## src/rtl/ahb_master_arbiter_pkg.sv

```systemverilog
// Shared transfer encodings, arbiter FSM states and index helpers
// for the multi-master AHB arbiter.
package ahb_arb_pkg;

  localparam logic [1:0] IDLE   = 2'b00;
  localparam logic [1:0] BUSY   = 2'b01;
  localparam logic [1:0] NONSEQ = 2'b10;
  localparam logic [1:0] SEQ    = 2'b11;

  typedef enum logic [1:0] {
    PARK,
    OWN,
    LOCK
  } arb_state_t;

  function automatic int idxWidth(input int n);
    return (n > 1) ? $clog2(n) : 1;
  endfunction

  // Masters are limited to four, so a 4-bit one-hot covers every configuration.
  function automatic logic [1:0] onehotToIdx(input logic [3:0] oh);
    logic [1:0] idx;
    idx = 2'd0;
    for (int k = 0; k < 4; k++) begin
      if (oh[k]) idx = 2'(k);
    end
    return idx;
  endfunction

endpackage

```

## src/rtl/ahb_master_arbiter_if.sv

```systemverilog
// Bus bundle between the requesting masters, the arbiter and the bridge
// slave port; the arbiter uses the slave view, the masters/bridge the master view.
interface ahb_master_arbiter_if #(
  parameter int NUM_MASTERS = 3
);

  logic [NUM_MASTERS-1:0]    Hbusreq;
  logic [NUM_MASTERS-1:0]    Hlock;
  logic [2*NUM_MASTERS-1:0]  m_Htrans;
  logic [32*NUM_MASTERS-1:0] m_Haddr;
  logic [NUM_MASTERS-1:0]    m_Hwrite;
  logic [32*NUM_MASTERS-1:0] m_Hwdata;
  logic                      Hreadyout;

  logic [NUM_MASTERS-1:0]    Hgrant;
  logic [1:0]                Hmaster;
  logic [1:0]                Hmaster_data;
  logic                      Hmastlock;
  logic                      Hready;
  logic [1:0]                s_Htrans;
  logic [31:0]               s_Haddr;
  logic                      s_Hwrite;
  logic [31:0]               s_Hwdata;
  logic                      s_Hreadyin;

  modport slave (
    input  Hbusreq, Hlock, m_Htrans, m_Haddr, m_Hwrite, m_Hwdata, Hreadyout,
    output Hgrant, Hmaster, Hmaster_data, Hmastlock, Hready,
    output s_Htrans, s_Haddr, s_Hwrite, s_Hwdata, s_Hreadyin
  );

  modport master (
    output Hbusreq, Hlock, m_Htrans, m_Haddr, m_Hwrite, m_Hwdata, Hreadyout,
    input  Hgrant, Hmaster, Hmaster_data, Hmastlock, Hready,
    input  s_Htrans, s_Haddr, s_Hwrite, s_Hwdata, s_Hreadyin
  );

endinterface

```

## src/rtl/ahb_master_arbiter_picker.sv

```systemverilog
// Round-robin picker: searches requests starting just after the pointer,
// wrapping so the pointer position itself is considered last.
module rr_priority_picker
  import ahb_arb_pkg::*;
#(
  parameter int N = 3
) (
  input  logic [N-1:0] i_req,
  input  logic [1:0]   i_ptr,
  output logic [N-1:0] o_grant,
  output logic         o_valid
);

  localparam int IW = idxWidth(N);

  always_comb begin
    logic [IW-1:0] pos;
    pos     = '0;
    o_grant = '0;
    o_valid = 1'b0;
    for (int k = 1; k <= N; k++) begin
      pos = IW'((int'(i_ptr) + k) % N);
      if (!o_valid && i_req[pos]) begin
        o_grant[pos] = 1'b1;
        o_valid      = 1'b1;
      end
    end
  end

endmodule

```

## src/rtl/ahb_master_arbiter.sv

```systemverilog
// Multi-master AHB arbiter in front of the AHB-to-APB bridge: round-robin
// grant, locked-transfer holding, beat limit and pipelined address/data muxing.
module ahb_master_arbiter
  import ahb_arb_pkg::*;
#(
  parameter int NUM_MASTERS    = 3,
  parameter int MAX_BEATS      = 16,
  parameter int DEFAULT_MASTER = 0
) (
  input logic                 clk,
  input logic                 rst,
  ahb_master_arbiter_if.slave bus
);

  localparam int                     CNT_W     = $clog2(MAX_BEATS + 1);
  localparam logic [1:0]             DEF_IDX   = 2'(DEFAULT_MASTER);
  localparam logic [NUM_MASTERS-1:0] DEF_GRANT = NUM_MASTERS'(1) << DEFAULT_MASTER;

  arb_state_t             r_state;
  logic [NUM_MASTERS-1:0] r_grant;
  logic [1:0]             r_rrPtr;
  logic [1:0]             r_master;
  logic [1:0]             r_masterData;
  logic                   r_mastlock;
  logic [CNT_W-1:0]       r_beatCnt;

  logic [1:0]             w_trans [NUM_MASTERS];
  logic [31:0]            w_addr  [NUM_MASTERS];
  logic [31:0]            w_wdata [NUM_MASTERS];

  logic [1:0]             w_owner;
  logic                   w_ownerReq;
  logic                   w_ownerLock;
  logic [1:0]             w_ownerTrans;
  logic                   w_othersReq;
  logic                   w_sat;
  logic                   w_beatValid;
  logic                   w_rearbCond;
  logic                   w_lockEnter;
  logic                   w_lockExit;
  logic                   w_doArb;
  logic [NUM_MASTERS-1:0] w_pickGrant;
  logic                   w_pickValid;

  for (genvar g = 0; g < NUM_MASTERS; g++) begin : g_unpack
    assign w_trans[g] = bus.m_Htrans[2*g +: 2];
    assign w_addr[g]  = bus.m_Haddr[32*g +: 32];
    assign w_wdata[g] = bus.m_Hwdata[32*g +: 32];
  end

  // The granted master is the one whose request/lock/Htrans steer arbitration.
  assign w_owner      = onehotToIdx(4'(r_grant));
  assign w_ownerReq   = bus.Hbusreq[w_owner];
  assign w_ownerLock  = bus.Hlock[w_owner];
  assign w_ownerTrans = w_trans[w_owner];
  assign w_othersReq  = |(bus.Hbusreq & ~r_grant);
  assign w_sat        = (r_beatCnt == CNT_W'(MAX_BEATS));
  assign w_beatValid  = (bus.s_Htrans == NONSEQ) || (bus.s_Htrans == SEQ);

  assign w_rearbCond  = !w_ownerReq || (w_ownerTrans == IDLE) ||
                        (w_sat && w_othersReq && (w_ownerTrans != SEQ));
  assign w_lockEnter  = (r_state == OWN) && w_ownerReq && w_ownerLock &&
                        (w_ownerTrans == NONSEQ);
  assign w_lockExit   = (r_state == LOCK) && (!w_ownerLock || (w_ownerTrans == IDLE));
  assign w_doArb      = (r_state == PARK) || ((r_state == OWN) && w_rearbCond);

  // Owner is masked out so it only wins when nobody else is asking.
  rr_priority_picker #(
    .N (NUM_MASTERS)
  ) u_picker (
    .i_req   (bus.Hbusreq & ~r_grant),
    .i_ptr   (r_rrPtr),
    .o_grant (w_pickGrant),
    .o_valid (w_pickValid)
  );

  // Every register advances only on a boundary, keeping grant, address
  // phase owner and data phase owner one transfer apart.
  always_ff @(posedge clk) begin
    if (!rst) begin
      r_state      <= PARK;
      r_grant      <= DEF_GRANT;
      r_rrPtr      <= DEF_IDX;
      r_master     <= DEF_IDX;
      r_masterData <= DEF_IDX;
      r_mastlock   <= 1'b0;
      r_beatCnt    <= '0;
    end else if (bus.Hreadyout) begin
      r_master     <= w_owner;
      r_masterData <= r_master;
      r_mastlock   <= (r_state == LOCK);

      if (w_owner != r_master) begin
        r_beatCnt <= '0;
      end else if (w_beatValid && !w_sat) begin
        r_beatCnt <= r_beatCnt + CNT_W'(1);
      end

      if (w_lockEnter) begin
        r_state <= LOCK;
      end else if (w_lockExit) begin
        r_state <= OWN;
      end else if (w_doArb) begin
        if (w_pickValid) begin
          r_grant <= w_pickGrant;
          r_rrPtr <= onehotToIdx(4'(w_pickGrant));
          r_state <= OWN;
        end else if (w_ownerReq) begin
          r_rrPtr <= w_owner;
          r_state <= OWN;
        end else begin
          r_grant <= DEF_GRANT;
          r_state <= PARK;
        end
      end
    end
  end

  assign bus.Hgrant       = r_grant;
  assign bus.Hmaster      = r_master;
  assign bus.Hmaster_data = r_masterData;
  assign bus.Hmastlock    = r_mastlock;
  assign bus.Hready       = bus.Hreadyout;
  assign bus.s_Hreadyin   = bus.Hreadyout;
  assign bus.s_Htrans     = w_trans[r_master];
  assign bus.s_Haddr      = w_addr[r_master];
  assign bus.s_Hwrite     = bus.m_Hwrite[r_master];
  assign bus.s_Hwdata     = w_wdata[r_masterData];

endmodule
```

## src/flat_wrapper.sv

```systemverilog
// flat-port wrapper written by rule: the top's interface ports become plain ports
module ahb_master_arbiter_flat import ahb_arb_pkg::*;
#(
  parameter int NUM_MASTERS    = 3,
  parameter int MAX_BEATS      = 16,
  parameter int DEFAULT_MASTER = 0
)
  (clk, rst, bus_Hbusreq, bus_Hlock, bus_m_Htrans, bus_m_Haddr, bus_m_Hwrite, bus_m_Hwdata, bus_Hreadyout, bus_Hgrant, bus_Hmaster, bus_Hmaster_data, bus_Hmastlock, bus_Hready, bus_s_Htrans, bus_s_Haddr, bus_s_Hwrite, bus_s_Hwdata, bus_s_Hreadyin);
  ahb_master_arbiter_if #(.NUM_MASTERS(NUM_MASTERS)) bus_i ();
  input logic clk;
  input logic rst;
  input wire logic [$bits(bus_i.Hbusreq)-1:0] bus_Hbusreq;
  input wire logic [$bits(bus_i.Hlock)-1:0] bus_Hlock;
  input wire logic [$bits(bus_i.m_Htrans)-1:0] bus_m_Htrans;
  input wire logic [$bits(bus_i.m_Haddr)-1:0] bus_m_Haddr;
  input wire logic [$bits(bus_i.m_Hwrite)-1:0] bus_m_Hwrite;
  input wire logic [$bits(bus_i.m_Hwdata)-1:0] bus_m_Hwdata;
  input wire logic [$bits(bus_i.Hreadyout)-1:0] bus_Hreadyout;
  output wire logic [$bits(bus_i.Hgrant)-1:0] bus_Hgrant;
  output wire logic [$bits(bus_i.Hmaster)-1:0] bus_Hmaster;
  output wire logic [$bits(bus_i.Hmaster_data)-1:0] bus_Hmaster_data;
  output wire logic [$bits(bus_i.Hmastlock)-1:0] bus_Hmastlock;
  output wire logic [$bits(bus_i.Hready)-1:0] bus_Hready;
  output wire logic [$bits(bus_i.s_Htrans)-1:0] bus_s_Htrans;
  output wire logic [$bits(bus_i.s_Haddr)-1:0] bus_s_Haddr;
  output wire logic [$bits(bus_i.s_Hwrite)-1:0] bus_s_Hwrite;
  output wire logic [$bits(bus_i.s_Hwdata)-1:0] bus_s_Hwdata;
  output wire logic [$bits(bus_i.s_Hreadyin)-1:0] bus_s_Hreadyin;
  assign bus_i.Hbusreq = bus_Hbusreq;
  assign bus_i.Hlock = bus_Hlock;
  assign bus_i.m_Htrans = bus_m_Htrans;
  assign bus_i.m_Haddr = bus_m_Haddr;
  assign bus_i.m_Hwrite = bus_m_Hwrite;
  assign bus_i.m_Hwdata = bus_m_Hwdata;
  assign bus_i.Hreadyout = bus_Hreadyout;
  assign bus_Hgrant = bus_i.Hgrant;
  assign bus_Hmaster = bus_i.Hmaster;
  assign bus_Hmaster_data = bus_i.Hmaster_data;
  assign bus_Hmastlock = bus_i.Hmastlock;
  assign bus_Hready = bus_i.Hready;
  assign bus_s_Htrans = bus_i.s_Htrans;
  assign bus_s_Haddr = bus_i.s_Haddr;
  assign bus_s_Hwrite = bus_i.s_Hwrite;
  assign bus_s_Hwdata = bus_i.s_Hwdata;
  assign bus_s_Hreadyin = bus_i.s_Hreadyin;
  ahb_master_arbiter #(.NUM_MASTERS(NUM_MASTERS), .MAX_BEATS(MAX_BEATS), .DEFAULT_MASTER(DEFAULT_MASTER)) u_core (.clk(clk), .rst(rst), .bus(bus_i));
endmodule
```

## config.mk

```make
export PLATFORM = sky130hd
export DESIGN_NAME = ahb_master_arbiter_flat
export DESIGN_NICKNAME = d
export VERILOG_FILES = /design/src/rtl/ahb_master_arbiter_pkg.sv /design/src/rtl/ahb_master_arbiter_if.sv /design/src/rtl/ahb_master_arbiter_picker.sv /design/src/rtl/ahb_master_arbiter.sv /design/src/flat_wrapper.sv
export SDC_FILE = /design/constraint.sdc
export NUM_CORES = 1
export LEC_CHECK = 0
export ABC_AREA = 1
export BUFFER_PORTS_ARGS = -buffer_cell sky130_fd_sc_hd__buf_2
export CORE_AREA = 4 4 109 111
export DETAILED_ROUTE_END_ITERATION = 6
export DIE_AREA = 0 0 113 115
export HOLD_SLACK_MARGIN = 0.03
export PLACE_DENSITY = 0.58
export SLEW_MARGIN = 15
export SYNTH_ARGS = -nofsm -noshare
export SYNTH_HDL_FRONTEND = slang
export SYNTH_SLANG_ARGS = --single-unit
```

## constraint.sdc

```tcl
create_clock -name clk -period 4.6 [get_ports clk]
set_clock_uncertainty 0.05 [all_clocks]
set_input_delay 0.69 -clock clk [delete_from_list [all_inputs] [get_ports clk]]
set_output_delay 0.69 -clock clk [all_outputs]
set_load 0.02 [all_outputs]
```

* Word-level counts from Yosys, hierarchy flattened
Cells that the tools add are included.
Word-level totals: bits in registers 17, input bits 210, output and inout port bits 77, word-level logic and storage cells 127
Cells by class: add/subtract/negate cells 4, div/mod/pow operators 3, $lt $le $gt $ge 11, equality and inequality tests 9, muxes and demuxes 51, bitwise gates (word level) 9, reductions and logical operators 33
Operators by type and width (count):
- 32-bit binary-select mux with 2-bit select | 2
- 32-bit two-way mux | 4
- 32-bit by 3-bit modulo with 32-bit output (second input constant) | 3
- 2-bit two-way mux | 12
- 2-bit by 3-bit less-than comparator with 1-bit output (second input constant) | 5
- 1-bit two-way mux | 15
- 3-bit two-way mux | 5
- 1-bit logical AND | 13
- 1-bit binary-select mux with 2-bit select | 6
- 5-bit two-way mux | 2
- 5-bit AND reduction | 2
- 3-bit >= comparator (second input constant) | 3
- 2-bit NOT with 3-bit output | 3
- 2-bit binary-select mux with 2-bit select | 2
- 2-bit equality test (second input constant) | 4
- 2-bit by 2-bit adder with 3-bit output (second input constant) | 2
- 1-bit demux with 2-bit select | 3
- 2-bit by 1-bit >= comparator with 1-bit output (second input constant) | 3
- 3-bit bitwise OR | 2
- 5-bit by 1-bit adder with 5-bit output (second input constant) | 1
- 5-bit equality test (second input constant) | 1
- 1-bit logical NOT | 5
- 1-bit logical OR | 5
- 2-bit logical NOT | 2
- 11 further kinds | 15

* Longest topological paths before layout
Gate-level depths: netlist of run 1.
word-level depth 15, depth in mapped cells 14, mapped depth without buffers 14

* By module
From an unflattened synthesis of run 1, not the netlist that was laid out.
Second synthesis, totals: cells, all modules 537, area total of the unflattened synthesis 2861.5 um2
By module, submodules not included:
- ahb_master_arbiter | instances 1, cells each 490, area an instance 2588.7 um2
- rr_priority_picker | instances 1, cells each 47, area an instance 272.8 um2

* Least setup slack after synthesis of run 1
OpenSTA, ideal clock, no wires.
path type register -> output, start register u_core.r_masterData[0], in the netlist u_core.bus.Hmaster_data[0], end output port bus_s_Hwdata[10], data arrival time 1616 ps, path slack 2244 ps, cell stages (with the launch flop) 5, path buffers 2, path through dfxtp_1 -> clkbuf_1 -> clkbuf_1 -> nor2_1 -> o31ai_1
On the way: longest elaborated chain between the ends 4
RTL lines:
- from (decl) | line ahb_master_arbiter.sv:23 | logic [1:0] r_masterData;
- from (signal assigned) | line ahb_master_arbiter.sv:90 | r_masterData <= r_master;
- 2-bit NOT with 3-bit output (not written as such) | line ahb_master_arbiter.sv:128 | assign bus.s_Hwdata = w_wdata[r_masterData];
- 32-bit binary-select mux with 2-bit select | line ahb_master_arbiter.sv:128
- 32-bit two-way mux (not written as such) (2 in a row) | line ahb_master_arbiter.sv:128
- to (decl) | line flat_wrapper.sv:27 | output wire logic [$bits(bus_i.s_Hwdata)-1:0] bus_s_Hwdata;
No other way between the ends. The select of a mux whose other input is x is not followed.

* Worst setup path after layout of run 1
start register u_core.r_master[1], in the netlist u_core.bus.Hmaster[1], end output port bus_s_Haddr[24]
On the way: longest elaborated chain between the ends 4
RTL lines:
- from (decl) | line ahb_master_arbiter.sv:22 | logic [1:0] r_master;
- from (signal assigned) | line ahb_master_arbiter.sv:89 | r_master <= w_owner;
- 2-bit NOT with 3-bit output (not written as such) | line ahb_master_arbiter.sv:126 | assign bus.s_Haddr = w_addr[r_master];
- 32-bit binary-select mux with 2-bit select | line ahb_master_arbiter.sv:126
- 32-bit two-way mux (not written as such) (2 in a row) | line ahb_master_arbiter.sv:126
- to (decl) | line flat_wrapper.sv:25 | output wire logic [$bits(bus_i.s_Haddr)-1:0] bus_s_Haddr;
No other way between the ends. The select of a mux whose other input is x is not followed.

==> run_results.csv, run 1 <==
group,metric,value,unit
worst_setup_path,worstSetupStartpoint,"u_core.bus.Hmaster[1]",
routing,detail_route.wirelength,16600,microns
global_routing,antenna_found_initial,2,
worst_setup_path,worst_r2r_endpoint,"u_core.r_state[0]",
global_routing,first_global_vias,4250,
logic_synthesis,yosys_warnings,0,
global_routing,grt.met3_usage,0.0837,
placed_design,place_hpwl,14000,microns
routing,post-route-drc-count,0,
logic_synthesis,postSynthNetCount,729,
placed_design,place_worst_setup_slack,1.78,ns
logic_synthesis,synth_seq_cells,17,
logic_synthesis,postSynth.topFlopCell,"sky130_fd_sc_hd__dfxtp_1",
worst_setup_path,reg2reg_setup_slack,2.43,ns
worst_hold_path,hold_path_class,"reg2reg",
worst_setup_path,worstRegToRegCells,13,
worst_setup_path,crit_type,"reg2out",
routing,vias_per_inst,5.14,
power_and_ir_drop,irDropWorstVdd,0.122,mV
timing,setup_failing_eps_final,0,
routing,routed_wire_length_per_instance,18.3,microns
logic_synthesis,synth_common_cells,"sky130_fd_sc_hd__nor2_1 (125), sky130_fd_sc_hd__nand3_1 (87), sky130_fd_sc_hd__o21ai_0 (77)",
timing,drv_slew,0,
clocking,worstSkewPairLatency,0.25,ns
timing,rsz0062_at_grt,"no",
worst_setup_path,r2r_start,"u_core.r_rrPtr[0]",
clocking,tritoncts.num_buffers,3,
logic_synthesis,synth.avg_cell_area,5.37,sq um
power_and_ir_drop,p_leak,2.22,nW
logic_synthesis,ys_types,32,
power_and_ir_drop,powerDensity,328,nW/um^2
timing,worst_pin_slew,1.15,ns
global_routing,maximum_number_of_pins_on_one_net_before_global_route_repair,67,
worst_setup_path,crit_end,"bus_s_Haddr[24]",
logic_synthesis,synth.yosys.seq_area_share,0.124,
timing,fin_setup_tns,0,ns
worst_setup_path,setup.worst_path.start_class,"flip-flop",
die,die_area,13000,sq um
global_routing,grt_busiest_layer,"met2",
final_layout,area.growth.synth_to_final,54.4,%
logic_synthesis,post_synth_instance_area,2750,sq um
global_routing,use_met1,0.326,
clocking,cts_tree,"done",
die,fp-row-count,38,
flow_run,maxCapViolCount,0,
worst_setup_path,worstPathRequired,3.86,ns
global_routing,track_usage,0.240,
global_routing,grt.met2_usage,0.380,
routing,dr.first_iter.drc_count,413,
final_layout,final_net_count,982,
timing,slew-limit-headroom,0.231,
clocking,htree_levels,1,
worst_setup_path,critPathMaxFanout,39,
clocking,cts.repair_timing.setup_buffer_count,0,
status,run_status,"complete, no violations",
clocking,tritoncts_num_sinks,17,
clocking,max_clock_buf_depth,2,
timing,final_critical_path_setup_slack,1.45,ns
global_routing,global_route.overflow_total,0,
logic_synthesis,synthTopCellsByArea,"sky130_fd_sc_hd__nor2_1 (17%), sky130_fd_sc_hd__nand3_1 (16%), sky130_fd_sc_hd__o21ai_0 (14%)",
clocking,clkTransAtPathRegs,0.07,ns
die,die_width,113,microns
final_layout,post_route_cells_drive_above_1_share,0.412,
logic_synthesis,synth_edf_count,0,
die,die_height,115,microns
routing,detail-route-antenna-nets,0,
clocking,ctsResizeCount,0,
routing,drt-pass1-iter-count,5,
timing,finalHoldViolations,0,
worst_setup_path,cp_endpoint_kind,"output port",
routing,route.vias.total,4658,
clocking,post_cts_hold_buffer_count,0,
timing,timing.final.crit_share,0.684,
timing,maxClockFrequency,318,MHz
global_routing,grt_first_pass_wirelength,24300,microns
logic_synthesis,post-synth-top-count-cell,"sky130_fd_sc_hd__nor2_1",
clocking,clock-root-buffer,"sky130_fd_sc_hd__clkbuf_8",
die,io-pin-count,287,
logic_synthesis,ys_async_sr_fraction,0,
logic_synthesis,synthCells,513,
logic_synthesis,netlist.top_cell.by_area,"sky130_fd_sc_hd__nor2_1",
worst_setup_path,cp.arrival,2.41,ns
die,floorplan_core_area,10800,sq um
logic_synthesis,post-synth-top-area-fraction,0.170,
die,initial_core_util,0.255,
placed_design,rd_place_congestion,0.979,
timing,finalWorstPathRequiredPeriod,3.15,ns
final_layout,fillerInstances,1240,
placed_design,port_buffers,286,
==> logic make-up after synthesis <==
family	share of synthesized area
DFF	0.124
adders and majority gates	0.0273
and+or+nand+nor	0.460
AOI/OAI and AO/OA	0.276
buffers and inverters	0.103
xor gates and xnor gates	0.00954
==> area by class of cell <==
cell class	count	area, sq um	share of cell area
tap	140	175	0.0412
clock buffer	3	41.3	0.00971
multi-input combinational	430	2130	0.501
timing repair buffer	290	1460	0.344
antenna	1	2.50	0.000589
clock inverter	1	5.00	0.00118
sequential	17	342	0.0803
inverter	24	95.1	0.0224
==> sequential cells by signal, summed over array words and instances, names as in the netlist <==
name,count
u_core.bus.Hmastlock,1
u_core.r_rrPtr,2
u_core.bus.Hmaster_data,2
u_core.bus.Hgrant,3
u_core.r_state,2
u_core.r_beatCnt,5
u_core.bus.Hmaster,2
==> per-stage QoR <==
step	std cells	utilization	hold slack [ns]	instance area (sq um)	power (W)
after global routing	906	0.394	0.470	4250	0.00153
after CTS	905	0.394	0.441	4250	0.00140
after detailed placement	901	0.389	0.422	4200	0.00127
after global placement	901	0.389	0.410	4200	0.00127
after floorplan	513	-	0.397	2750	0.000940
final	906	0.394	0.440	4250	0.00139
==> worst min path at each step <==
stage                         from                  end  slack, ns  depth (start not counted)
5_1_grt        u_core.r_beatCnt[0]  u_core.r_beatCnt[0]       0.47                          1
3_3_place_gp   u_core.r_beatCnt[0]  u_core.r_beatCnt[0]       0.41                          1
2_1_floorplan  u_core.r_beatCnt[0]  u_core.r_beatCnt[0]       0.40                          1
4_1_cts          u_core.r_state[1]    u_core.r_state[1]       0.44                          2
6_report         u_core.r_state[1]    u_core.r_state[1]       0.44                          2
3_5_place_dp   u_core.r_beatCnt[0]  u_core.r_beatCnt[0]       0.42                          1
==> metal layers <==
layer	vias to the layer above	wire (microns)
li1	2251	-
met4	2	161
met5	-	9
met2	251	7330
met3	18	2030
met1	2136	7080
==> report_power, final <==
group	switching [W]	internal [W]	leakage (nW)
sequential	0.0000484	0.000175	0.140
clock	0.0000536	0.0000601	0.0255
combinational	0.000700	0.000356	2.06
==> cell usage in the layout, fill, tap and decap left out <==
cell	netlist	routed
sky130_fd_sc_hd__inv_1	20	20
sky130_fd_sc_hd__clkinv_2	0	1
sky130_fd_sc_hd__o211ai_1	1	1
sky130_fd_sc_hd__nand2_2	7	7
sky130_fd_sc_hd__nand3_2	4	4
sky130_fd_sc_hd__o21ai_0	77	77
sky130_fd_sc_hd__nor2_4	2	2
sky130_fd_sc_hd__inv_2	2	2
sky130_fd_sc_hd__a31oi_1	1	1
sky130_fd_sc_hd__nor2_1	125	125
sky130_fd_sc_hd__inv_6	1	1
sky130_fd_sc_hd__or2_1	1	1
sky130_fd_sc_hd__xnor2_1	1	1
sky130_fd_sc_hd__clkbuf_8	0	3
sky130_fd_sc_hd__o21ai_2	1	1
sky130_fd_sc_hd__and3_1	1	1
sky130_fd_sc_hd__o22ai_1	1	1
sky130_fd_sc_hd__nand2_1	55	55
sky130_fd_sc_hd__dfxtp_2	0	1
sky130_fd_sc_hd__nor2_2	2	2
sky130_fd_sc_hd__diode_2	0	1
sky130_fd_sc_hd__nand3_1	87	87
sky130_fd_sc_hd__a21oi_4	1	1
sky130_fd_sc_hd__dfxtp_1	17	16
sky130_fd_sc_hd__buf_4	4	4
sky130_fd_sc_hd__buf_2	1	286
sky130_fd_sc_hd__xor2_1	2	2
sky130_fd_sc_hd__clkinv_1	1	1
sky130_fd_sc_hd__ha_1	6	6
sky130_fd_sc_hd__nor3_1	5	5
sky130_fd_sc_hd__o31ai_1	32	32
sky130_fd_sc_hd__a21oi_1	15	15
sky130_fd_sc_hd__o21ai_1	3	3
==> worst max-delay path: stages, from the launching register on <==
cell and delay [ns]:
sky130_fd_sc_hd__dfxtp_1 0.30, sky130_fd_sc_hd__buf_4 0.25, sky130_fd_sc_hd__inv_1 0.68, sky130_fd_sc_hd__o21ai_0 0.37
sky130_fd_sc_hd__o21ai_0 0.33, sky130_fd_sc_hd__buf_2 0.22
No activity file was read; power rests on OpenSTA's default activity.
==> run 2: changes to the inputs <==
Settings changed: CORE_AREA 4 4 109 111 to 4 4 110 112, DIE_AREA 0 0 113 115 to 0 0 114 116, PLACE_DENSITY 0.58 to 0.57.
Clock period 4.6 ns to 3.3 ns, I/O delays scaled along.
==> run 2 against run 1 <==
Effect of this change:
- combinational power increased by 37%
- total power is 44% higher
- utilization is 0.94 points lower
- clock-buffer cell count is 1 higher
- die area grew 1.8%
- register-to-register slack got worse by 1.2 ns
- routed wire length shrank 11%
- sequential share of layout area shrank 0.12 points
- first-iteration DRC count decreased by 8.2%
- largest power group unchanged
==> run_results.csv, run 2 (synthesis gave the netlist of run 1 again) <==
group,metric,value,unit
status,run_status,"complete, no violations",
final_layout,area.growth.synth_to_final,56.7,%
final_layout,multi_input_area,2130,sq um
timing,fin_setup_tns,0,ns
die,die_area,13200,sq um
clocking,tritoncts_num_sinks,17,
power_and_ir_drop,psw,0.00110,W
power_and_ir_drop,irDropWorstVdd,0.260,mV
flow_run,maxCapViolCount,0,
routing,route.vias.total,4405,
clocking,max_clock_buf_depth,2,
global_routing,maximum_number_of_pins_on_one_net_before_global_route_repair,44,
placed_design,rd_place_congestion,0.962,
timing,slew-limit-headroom,0.385,
power_and_ir_drop,comb_power_share,0.724,
timing,finalWorstPathRequiredPeriod,2.44,ns
clocking,htree_levels,1,
worst_hold_path,hold_path_class,"reg2reg",
timing,timing.final.crit_share,0.738,
final_layout,final_cell_mix,"sky130_fd_sc_hd__buf_2 (286), sky130_fd_sc_hd__nor2_1 (125), sky130_fd_sc_hd__nand3_1 (87)",
final_layout,regMostFlops,"u_core.r_beatCnt",
die,die_width,114,microns
timing,worst_pin_slew,0.921,ns
routing,routed_wire_length_per_instance,16.3,microns
timing,setup_failing_eps_final,0,
final_layout,seq_area,342,sq um
global_routing,antenna_found_initial,2,
power_and_ir_drop,powerDensity,465,nW/um^2
routing,vias_per_inst,4.83,
die,fp-row-count,39,
final_layout,largest_register_ffs,5,
die,io-pin-count,287,
die,floorplan_core_area,11200,sq um
worst_setup_path,setup.worst_path.start_class,"flip-flop",
global_routing,use_met1,0.275,
worst_setup_path,cp.arrival,1.89,ns
routing,drt-pass1-iter-count,7,
global_routing,global_route.overflow_total,0,
timing,finalHoldViolations,0,
global_routing,grt.met3_usage,0.0548,
final_layout,post_route_cells_drive_above_1_share,0.415,
routing,detail_route.wirelength,14800,microns
global_routing,first_global_vias,3950,
routing,dr.first_iter.drc_count,379,
die,die_height,116,microns
power_and_ir_drop,p_leak,2.25,nW
global_routing,grt_busiest_layer,"met2",
placed_design,port_buffers,286,
final_layout,fillerInstances,1307,
worst_setup_path,critPathMaxFanout,35,
final_layout,antenna_cells_inserted,0,
clocking,ctsResizeCount,0,
clocking,cts.repair_timing.setup_buffer_count,0,
global_routing,grt.met2_usage,0.325,
final_layout,final_net_count,986,
timing,drv_slew,0,
routing,post-route-drc-count,0,
routing,detail-route-antenna-nets,0,
clocking,cts_tree,"done",
power_and_ir_drop,cellInternalPower,0.000909,W
clocking,worstSkewPairLatency,0.25,ns
global_routing,track_usage,0.203,
worst_setup_path,worstPathRequired,2.75,ns
power_and_ir_drop,share_clk_of_total_power,0.123,
power_and_ir_drop,p_seq_frac,0.153,
power_and_ir_drop,finalPower,0.00201,W
worst_setup_path,cp_endpoint_kind,"output port",
die,initial_core_util,0.245,
timing,maxClockFrequency,410,MHz
clocking,tritoncts.num_buffers,3,
clocking,post_cts_hold_buffer_count,0,
final_layout,layout.cells.most_common,"sky130_fd_sc_hd__buf_2",
placed_design,place_hpwl,12200,microns
timing,rsz0062_at_grt,"no",
worst_setup_path,crit_type,"reg2out",
clocking,clock-root-buffer,"sky130_fd_sc_hd__clkbuf_16",
global_routing,grt_first_pass_wirelength,21600,microns
power_and_ir_drop,swShare,0.547,
clocking,clkTransAtPathRegs,0.05,ns
-- run 2: final cells by class --
type,instances,area share
Timing Repair Buffer,294,0.346
Clock buffer,4,0.0183
Inverter,24,0.0220
Sequential cell,17,0.0792
Multi-Input combinational cell,430,0.493
Tap cell,143,0.0415
-- run 2: stage by stage --
step                      utilization  cells  hold slack, ns  worst slack (ns)  instance area [sq um]
after floorplan                     -    513           0.397              1.14                   2750
after global routing            0.385    912           0.459             0.631                   4320
after global placement          0.377    908           0.421              1.10                   4240
after detailed placement        0.377    908           0.427              1.11                   4240
final                           0.385    912           0.435             0.863                   4320
after CTS                       0.385    912           0.435             0.823                   4320
-- run 2: final timing paths --
path | to | cells past startpoint | slack [ns] | startpoint
hold reg to reg | u_core.r_beatCnt[0] | 1 | 0.44 | u_core.r_beatCnt[0]
setup reg to reg | u_core.r_state[0] | 13 | 1.20 | u_core.r_rrPtr[0]
setup / recovery | bus_s_Hwdata[28] | 3 | 0.86 | u_core.bus.Hmaster_data[1]
hold / removal | u_core.r_beatCnt[0] | 1 | 0.44 | u_core.r_beatCnt[0]
-- run 2: worst max-delay path, stage by stage (launching register included) --
cell	delay, ns
sky130_fd_sc_hd__dfxtp_2	0.50
sky130_fd_sc_hd__buf_4	0.30
sky130_fd_sc_hd__o31ai_1	0.56
sky130_fd_sc_hd__buf_2	0.28
-- run 2: layer usage --
layer  share of wire  wire length [microns]
met3           0.089                   1310
met2            0.46                   6830
met1            0.43                   6420
met5          0.0013                     20
met4           0.017                    250
-- run 2: power groups by stage --
stage                     clock [W]  combinational [W]  sequential [W]
after floorplan                   0            0.00101        0.000297
after global placement            0            0.00146        0.000313
after detailed placement          0            0.00144        0.000312
after CTS                  0.000249            0.00145        0.000309
after global routing       0.000258            0.00161        0.000316
final                      0.000247            0.00145        0.000307
==> run 3: changes to the inputs <==
Clock period 3.3 ns to 2.3 ns, I/O delays scaled along.
==> run 3 against run 2 <==
Effect of this change:
- critical endpoint is now bus_s_Hwdata[24]
- sequential share of layout area decreased by 0.23 points
- sequential cell count stayed put
- hold slack lost 0.058 ns
- final cell count is 0.77% higher
- design area grew 3.0%
- critical path depth is 2 higher
- clock power rose by 46%
- utilization is 1.1 points higher
- critical path type unchanged
- non-clock buffer count rose by 7
- first-iteration DRC count increased by 0.53%
- global-route usage is 0.66 points lower
- routed wire length down 1.8%
==> run_results.csv, run 3 (synthesis gave the netlist of run 1 again) <==
group,metric,value,unit
worst_setup_path,r2r_start,"u_core.r_rrPtr[0]",
die,die_height,116,microns
global_routing,grt.met3_usage,0.0386,
clocking,tritoncts.num_buffers,3,
global_routing,global_route.overflow_total,0,
final_layout,post_route_cells_drive_above_1_share,0.432,
global_routing,track_usage,0.197,
final_layout,fin_util,0.396,
timing,slew-limit-headroom,0.672,
timing,finalWorstPathRequiredPeriod,2.14,ns
routing,detail_route.wirelength,14600,microns
timing,finalHoldViolations,0,
timing,fin_setup_tns,0,ns
routing,route.vias.total,4433,
die,die_width,114,microns
worst_setup_path,worst_r2r_endpoint,"u_core.r_rrPtr[1]",
power_and_ir_drop,powerDensity,665,nW/um^2
global_routing,grt_first_pass_wirelength,21100,microns
worst_hold_path,hold_path_class,"in2reg",
placed_design,place_hpwl,12000,microns
worst_setup_path,reg2reg_setup_slack,0.22,ns
worst_setup_path,critPathMaxFanout,15,
clocking,clock-root-buffer,"sky130_fd_sc_hd__clkbuf_16",
timing,maxClockFrequency,467,MHz
timing,timing.final.crit_share,0.931,
placed_design,rd_place_congestion,0.920,
global_routing,antenna_found_initial,2,
die,initial_core_util,0.245,
die,io-pin-count,287,
worst_setup_path,cp_endpoint_kind,"output port",
routing,vias_per_inst,4.82,
die,fp-row-count,39,
worst_setup_path,cp.arrival,1.75,ns
status,run_status,"complete, no violations",
power_and_ir_drop,p_leak,2.32,nW
global_routing,grt_busiest_layer,"met2",
global_routing,first_global_vias,3872,
clocking,htree_levels,1,
clocking,cts_tree,"done",
clocking,max_clock_buf_depth,2,
routing,dr.first_iter.drc_count,381,
final_layout,area.growth.synth_to_final,61.3,%
final_layout,final_cell_mix,"sky130_fd_sc_hd__buf_2 (286), sky130_fd_sc_hd__nor2_1 (124), sky130_fd_sc_hd__nand3_1 (87)",
final_layout,multi_input_area,2170,sq um
final_layout,regMostFlops,"u_core.r_beatCnt",
global_routing,use_met1,0.270,
routing,post-route-drc-count,0,
final_layout,layout.cells.most_common,"sky130_fd_sc_hd__buf_2",
worst_setup_path,worstPathRequired,1.90,ns
worst_setup_path,worstRegToRegCells,14,
final_layout,final_net_count,993,
timing,rsz0062_at_grt,"no",
routing,detail-route-antenna-nets,0,
placed_design,dp.cells,915,
timing,holdWs,0.377,ns
final_layout,largest_register_ffs,5,
final_layout,antenna_cells_inserted,0,
clocking,clkTransAtPathRegs,0.06,ns
clocking,worstSkewPairLatency,0.25,ns
final_layout,fin_cells,919,
worst_setup_path,crit_type,"reg2out",
clocking,cts.repair_timing.setup_buffer_count,0,
power_and_ir_drop,irDropWorstVdd,0.303,mV
timing,worst_pin_slew,0.488,ns
placed_design,port_buffers,286,
worst_setup_path,setup.worst_path.start_class,"flip-flop",
die,floorplan_core_area,11200,sq um
worst_setup_path,worstSetupStartpoint,"u_core.bus.Hmaster_data[0]",
clocking,tritoncts_num_sinks,17,
global_routing,grt.met2_usage,0.331,
global_routing,maximum_number_of_pins_on_one_net_before_global_route_repair,67,
die,die_area,13200,sq um
worst_setup_path,crit_end,"bus_s_Hwdata[24]",
clocking,post_cts_hold_buffer_count,0,
flow_run,maxCapViolCount,0,
routing,routed_wire_length_per_instance,15.9,microns
final_layout,fillerInstances,1281,
timing,setup_failing_eps_final,0,
timing,drv_slew,0,
routing,drt-pass1-iter-count,5,
final_layout,seq_area,342,sq um
-- run 3: cell count changes in the layout (fill, tap and decap cells not counted) --
cell and change:
sky130_fd_sc_hd__o31ai_1 -6, sky130_fd_sc_hd__o31ai_2 +6, sky130_fd_sc_hd__buf_4 +4, sky130_fd_sc_hd__buf_12 +3, sky130_fd_sc_hd__a21oi_1 -1, sky130_fd_sc_hd__a21oi_2 +1
sky130_fd_sc_hd__clkbuf_1 -1, sky130_fd_sc_hd__clkinv_2 +1, sky130_fd_sc_hd__nor2_1 -1, sky130_fd_sc_hd__nor2_2 +1
-- run 3: how the worst min path moves through the flow --
stage	from	endpoint	slack, ns	cells after the start
after global placement	u_core.r_beatCnt[0]	u_core.r_beatCnt[0]	0.42	1
after detailed placement	u_core.r_beatCnt[0]	u_core.r_beatCnt[0]	0.42	1
final	rst	u_core.bus.Hgrant[0]	0.38	2
after global routing	rst	u_core.bus.Hgrant[0]	0.39	2
after floorplan	u_core.r_beatCnt[0]	u_core.r_beatCnt[0]	0.40	1
after CTS	rst	u_core.bus.Hgrant[0]	0.38	2
-- run 3: layer usage --
metal | share of wire | vias to the layer above | routed length, microns
li1 | - | 2274 | -
met1 | 0.44 | 1969 | 6410
met2 | 0.47 | 174 | 6910
met3 | 0.077 | 12 | 1130
met4 | 0.0063 | 4 | 92
met5 | 0.0023 | - | 34
-- run 3: what timing repair did --
item	in CTS	in global routing
gates resized for setup	0	8
endpoints found under the setup margin	0	9
endpoints found under the hold margin	0	0
-- run 3: stage by stage --
stage | setup WS, ns | area (sq um) | total power [W]
floorplan | 0.289 | 2750 | 0.00188
global placement | 0.217 | 4330 | 0.00259
detailed placement | 0.206 | 4330 | 0.00257
CTS | 0.0429 | 4410 | 0.00294
global route | 0.00554 | 4440 | 0.00322
finish | 0.159 | 4440 | 0.00295
-- run 3: final cells by class --
type | count | share of cell area
repair buffers | 301 | 0.356
flip-flops and latches | 17 | 0.0769
well taps | 143 | 0.0403
clock inverters | 1 | 0.00113
inverters | 24 | 0.0214
multi-input cells | 430 | 0.487
clock buffers | 3 | 0.0169
-- run 3: where the power goes --
group | switching [W] | internal [W]
sequential | 0.0000603 | 0.000352
clock | 0.000128 | 0.000233
combinational | 0.00142 | 0.000765
total | 0.00160 | 0.00135
-- run 3: worst max-delay path, cell delays in order (launching register included) --
cell and delay, ns:
sky130_fd_sc_hd__dfxtp_1 0.33, sky130_fd_sc_hd__inv_2 0.22, sky130_fd_sc_hd__buf_4 0.21, sky130_fd_sc_hd__nor2_1 0.05, sky130_fd_sc_hd__o31ai_1 0.42, sky130_fd_sc_hd__buf_2 0.27
